### config.mk
export PLATFORM = sky130hd
export DESIGN_NAME = tia_playfield_registers_cell
export DESIGN_NICKNAME = d
export VERILOG_FILES = /design/src/rtl/tia_playfield_registers_cell.sv
export SDC_FILE = /design/constraint.sdc
export NUM_CORES = 1
export LEC_CHECK = 0
export BUFFER_PORTS_ARGS = -buffer_cell sky130_fd_sc_hd__buf_2
export CAP_MARGIN = 25
export CORE_MARGIN = 2
export CORE_UTILIZATION = 49
export CTS_BUF_LIST = sky130_fd_sc_hd__clkbuf_4 sky130_fd_sc_hd__clkbuf_8 sky130_fd_sc_hd__clkbuf_16
export DETAILED_ROUTE_END_ITERATION = 10
export PLACE_DENSITY = 0.78
export SLEW_MARGIN = 20
export SYNTH_ARGS = -nofsm -noshare
export SYNTH_HDL_FRONTEND = slang
export SYNTH_SLANG_ARGS = --single-unit
### constraint.sdc
create_clock -name clk -period 1.55 [get_ports clk]
set_clock_uncertainty 0.05 [all_clocks]
set_input_delay 0 -clock clk [delete_from_list [all_inputs] [get_ports clk]]
set_output_delay 0 -clock clk [all_outputs]
set_load 0.02 [all_outputs]
### src/rtl/tia_playfield_registers_cell.sv
// ---------------------------------------------------------------------------
// tia_playfield_registers_cell
//   Three-cell playfield register slice. A free-running 2-bit phase counter
//   produces non-overlapping biphase strobes (phi1 at count 0, phi2 at
//   count 2). Forward tokens enter the upper cell on si1 and move downwards.
//   Reverse tokens enter the lower cell on si2 and move upwards. Each cell is
//   a master/slave pair: the master samples on phi1 and the slave on phi2.
//   A cell drives its output while its latched data bit is set and either
//   slave holds a token.
//
// Ports
//   clk     in   master clock, rising edge
//   r       in   synchronous active-low reset
//   rsyn    in   phase resync request (forces counter to 3)
//   i[2:0]  in   playfield data, i[0] = upper cell, i[2] = lower cell
//   l1      in   data follow/load enable (hold when low)
//   si1     in   forward token into upper cell
//   si2     in   reverse token into lower cell
//   phi1    out  strobe, high while counter == 0
//   phi2    out  strobe, high while counter == 2
//   rl      out  rsyn as sampled on the last phi1 edge
//   so1     out  forward token leaving lower cell
//   so2     out  reverse token leaving upper cell
//   o[2:0]  out  per-cell playfield outputs
//   out     out  OR of o
// ---------------------------------------------------------------------------
module tia_playfield_registers_cell (
    input  logic       clk,
    input  logic       r,
    input  logic       rsyn,
    input  logic [2:0] i,
    input  logic       l1,
    input  logic       si1,
    input  logic       si2,
    output logic       phi1,
    output logic       phi2,
    output logic       rl,
    output logic       so1,
    output logic       so2,
    output logic [2:0] o,
    output logic       out
);

    logic [1:0] cnt_q, cnt_d;
    logic       rl_q, rl_d;
    logic [2:0] dat_q, dat_d;
    logic [2:0] fm_q, fm_d;
    logic [2:0] fs_q, fs_d;
    logic [2:0] rm_q, rm_d;
    logic [2:0] rs_q, rs_d;
    logic       l2;

    // Hold enable is the complement of the follow enable.
    assign l2   = ~l1;

    assign phi1 = (cnt_q == 2'd0);
    assign phi2 = (cnt_q == 2'd2);

    always_comb begin
        // Resync parks the counter at 3 so phi1 fires right after rsyn drops.
        cnt_d = rsyn ? 2'd3 : cnt_q + 2'd1;
        rl_d  = phi1 ? rsyn : rl_q;
        dat_d = l2 ? dat_q : i;
        // Forward chain: cell k master takes the slave of the cell above.
        fm_d  = phi1 ? {fs_q[1:0], si1} : fm_q;
        fs_d  = phi2 ? fm_q : fs_q;
        // Reverse chain: cell k master takes the slave of the cell below.
        rm_d  = phi1 ? {si2, rs_q[2:1]} : rm_q;
        rs_d  = phi2 ? rm_q : rs_q;
    end

    always_ff @(posedge clk) begin
        if (!r) begin
            cnt_q <= 2'd3;
            rl_q  <= 1'b0;
            dat_q <= 3'b000;
            fm_q  <= 3'b000;
            fs_q  <= 3'b000;
            rm_q  <= 3'b000;
            rs_q  <= 3'b000;
        end else begin
            cnt_q <= cnt_d;
            rl_q  <= rl_d;
            dat_q <= dat_d;
            fm_q  <= fm_d;
            fs_q  <= fs_d;
            rm_q  <= rm_d;
            rs_q  <= rs_d;
        end
    end

    assign rl  = rl_q;
    assign o   = dat_q & (fs_q | rs_q);
    assign out = |o;
    assign so1 = fs_q[2];
    assign so2 = rs_q[0];

endmodule

# After elaboration in Yosys (flattened, before gate mapping)
# Index checks and enable logic that the tools add are counted.
[word_totals]
register_bits = 18
in_bits = 9
out_inout_bits = 9
word_cells = 15
[classes]
addsub = 1
n_eq_ne = 1
bitwise_logic = 3
n_reduce_logical = 3
[ops]
columns = ["op", "n"]
rows = [
  ["3-bit bitwise AND", 1],
  ["3-bit bitwise OR", 1],
  ["3-bit OR reduction", 1],
  ["2-bit by 1-bit adder with 2-bit output (second input constant)", 1],
  ["2-bit equality test (second input constant)", 1],
  ["2-bit zero test", 1],
  ["2-bit OR reduction", 1],
  ["1-bit NOT", 1],
]

# Longest topological paths before layout
[logic_depth]
ltp_word = 3
mapped_depth = 5
mapped_depth_nobuf = 4

# Worst setup path after synthesis
# OpenSTA, ideal clock, no wires.
[synth_timing]
path_kind = "reg2reg"
start = "register cnt_q[0]"
end = "register fm_q[0]"
setup_ps = 116
arrival_time_ps = 1113
required_time_ps = 1384
slack_ps = 271
path_stages_with_launch = 6
n_path_buf = 1
synth_period_minus_slack_ps = 1279
cell_sequence = "dfxtp_1 inv_1 ha_1 buf_2 mux2i_1 nor2b_1"
[synth_between]
elab_chain_cells = 1
[synth_rtl]
columns = ["element", "line_no", "source"]
rows = [
  ["start, declared", "44", "logic [1:0] cnt_q, cnt_d;"],
  ["start signal, assigned", "82", "cnt_q <= cnt_d;"],
  ["2-bit zero test", "56", "assign phi1 = (cnt_q == 2'd0);"],
  ["via phi1", "35", "output logic phi1,"],
  ["end signal, assigned", "85", "fm_q <= fm_d;"],
  ["end, declared", "47", "logic [2:0] fm_q, fm_d;"],
]
# The timed path passes the listed nets, and every way through them passes these cells.
# A chain may end at the register's enable or synchronous reset.

# Worst setup path after layout
[layout_timing]
start = "register fs_q[1]"
end = "output port out"
[layout_between]
elab_chain_cells = 3
[layout_rtl]
columns = ["element", "line_no", "source"]
rows = [
  ["start, declared", "48", "logic [2:0] fs_q, fs_d;"],
  ["start signal, assigned", "86", "fs_q <= fs_d;"],
  ["3-bit bitwise OR", "93", "assign o = dat_q & (fs_q | rs_q);"],
  ["3-bit bitwise AND", "93", ""],
  ["3-bit OR reduction", "94", "assign out = |o;"],
  ["end, declared", "41", "output logic out"],
]
# No other way between the ends.

==> qor.csv <==
metric,value,unit
first_global_vias,522,
synthAdderAreaFrac,0.0351,
post_cts_buffers,0,
clkLatencyLatePin,280,ps
synth_compound_area_frac,0.0316,
hp-class,input pin to flop,
synth_area,712,um^2
synth.most_common_cell,dfxtp_1,
dp_hpwl,820,um
synthToLayoutAreaGrowth,30.1,%
period_share,0.895,
synth.area.top_cells,"dfxtp_1 (51%), mux2i_1 (22%), nor2b_1 (14%)",
slew_violations,0,
synth_warnings,0,
synth_mux_area_frac,0.225,
htreeDepth,1,
antenna_found_initial,0,
dieArea,0.00177,mm^2
die_height,42.1,um
grt_max_degree,19,
p_leak,0.398,nW
synth_area_leader_cell,dfxtp_1,
grt-ovfl-total,0,
synth.distinct_cells,11,
antenna_cells,0,
peakVddDrop,0.554,mV
drive_gt1_frac,0.256,
worstPathRequired,1500,ps
syn_inst,63,
wl,1.26,mm
grt_use_total,0.167,
cts_tree,yes,
grt_pass1_wl,2.24,mm
slew_headroom,0.744,
powerDensity,894,mW/mm^2
startpoint_type,flop,
nets,102,
clockBufferDepth,2,
final-instance-count-excl-fill,105,
cpMaxStageDelayCell,or3_1,
wire_per_inst,12.0,um
yosys.area_share.simple,0.172,
port_buffers,17,
drc,0,
clock.fmax,721,MHz
worstPathCellList,o21a_1 > or3_1 > buf_2,
async_flop_share,0,
fill_cells,117,
synthTopCellsByCount,"dfxtp_1 (18), mux2i_1 (16), nor2b_1 (16)",
cts_made_buffers,3,
tightest_slew,384,ps
cp-end-kind,output port,
cts_sinks,18,
path_max_fanout,3,
ys_ff_latch,18,
io_pins,18,
rows,13,
root_buffer,clkbuf_4,
initial_core_util,0.534,
fp.coreArea,0.00133,mm^2
synth_edf_count,0,
critPathKind,flop to output port,
holdPathStages,3,
cp.depth,3,
setup_viol,0,
dr.first_iter.drc_count,1,
drt.antenna.violating_nets,0,
vias,510,
die_w,42.1,um
cp_slowest_stage_delay,360,ps
place_congestion,0.690,
status,finished clean,
synth_top_area_frac,0.506,
cp_top_family,simple AND/OR/NAND/NOR gates,
hold_viol_final,0,
syn_nets,74,
path_buf_inv,1,
yosys_most_used_dff,dfxtp_1,
final.min_clock_period,1390,ps
maxCapViolCount,0,
placed_cells,93,
synth_xor_area_frac,0,
path_clk_slew,100,ps
drt_first_pass_iters,4,
viasPerCell,4.86,
worstRegToRegCells,3,
worst_ep_arrival_time,1340,ps
rsz0062_at_grt,false,
synth_top_family_by_area,multiplexers,
syn_area_per_cell,11.3,um^2
synth_seq_area_share,0.506,
setup-tns-final,0,ps
sequential cells by signal (all words and copies together), names as in the netlist:
name and flops:
fm_q 3, cnt_q 2, rm_q 3, dat_q 3
fs_q 3, rl 1, rs_q 3
through the flow:
stage,setup WS [ps],power (mW),utilization,area [um^2],hold WS (ps)
after floorplan,271,0.524,-,712,55.9
after global placement,319,0.543,0.607,810,172
after detailed placement,280,0.545,0.607,810,174
after CTS,151,0.836,0.694,926,2.10
after global routing,71.3,0.865,0.694,926,39.7
final,162,0.828,0.694,926,10.7
worst paths after layout:
| check | startpoint | to | slack [ps] |
|---|---|---|---|
| worst max-delay path | fs_q[1] | out | 160 |
| worst min-delay path | l1 | dat_q[0] | 10 |
| worst max register to register | cnt_q[0] | cnt_q[1] | 250 |
| worst min register to register | rl | rl | 470 |
layout by cell type (no fill, tap or decap), drive strengths merged:
| master | count |
|---|---|
| ha | 2 |
| clkbuf | 4 |
| dlygate4sd3 | 8 |
| nor2b | 16 |
| nand3b | 1 |
| or3b | 1 |
| o21a | 3 |
| buf | 18 |
| or3 | 1 |
| inv | 2 |
| dfxtp | 18 |
| mux2i | 16 |
worst reg2reg max path, stage by stage, from the launching register on:
cell and delay (ps):
dfxtp_1 360, inv_1 60, ha_1 280, or3b_2 430
final cells by class:
type | count | area, um^2 | share of cell area
clock buffer | 4 | 36.3 | 0.0392
inverter | 2 | 7.51 | 0.00811
multi-input combinational | 40 | 330 | 0.357
sequential | 18 | 360 | 0.389
tap | 15 | 18.8 | 0.0203
timing repair buffer | 26 | 173 | 0.186
layer usage:
layer  up-vias  GRT usage  share of wire  wire [um]
li1        264          -              -          -
met1       230      0.206           0.47        597
met2        14      0.284           0.47        589
met3         2     0.0259          0.050         63
met4         0     0.0750         0.0087         11
met5         -          0              0          0
where the power goes:
group / switching (mW) / internal (mW) / total [mW]
sequential: 0.00472 / 0.472 / 0.476
clock: 0.134 / 0.143 / 0.277
combinational: 0.0299 / 0.0449 / 0.0748
total: 0.169 / 0.659 / 0.828
kinds of logic after synthesis:
family / Yosys count
flops: 18
mux: 16
fa+ha+maj: 2
simple gates: 19
buf+inv: 5
compound gates: 3
timing repair:
item / CTS / global route
resized for setup: 0 / 0
endpoints found under the hold margin: 8 / 0
hold buffers: 8 / 0
Note: power is estimated with default switching activity, not from simulation.
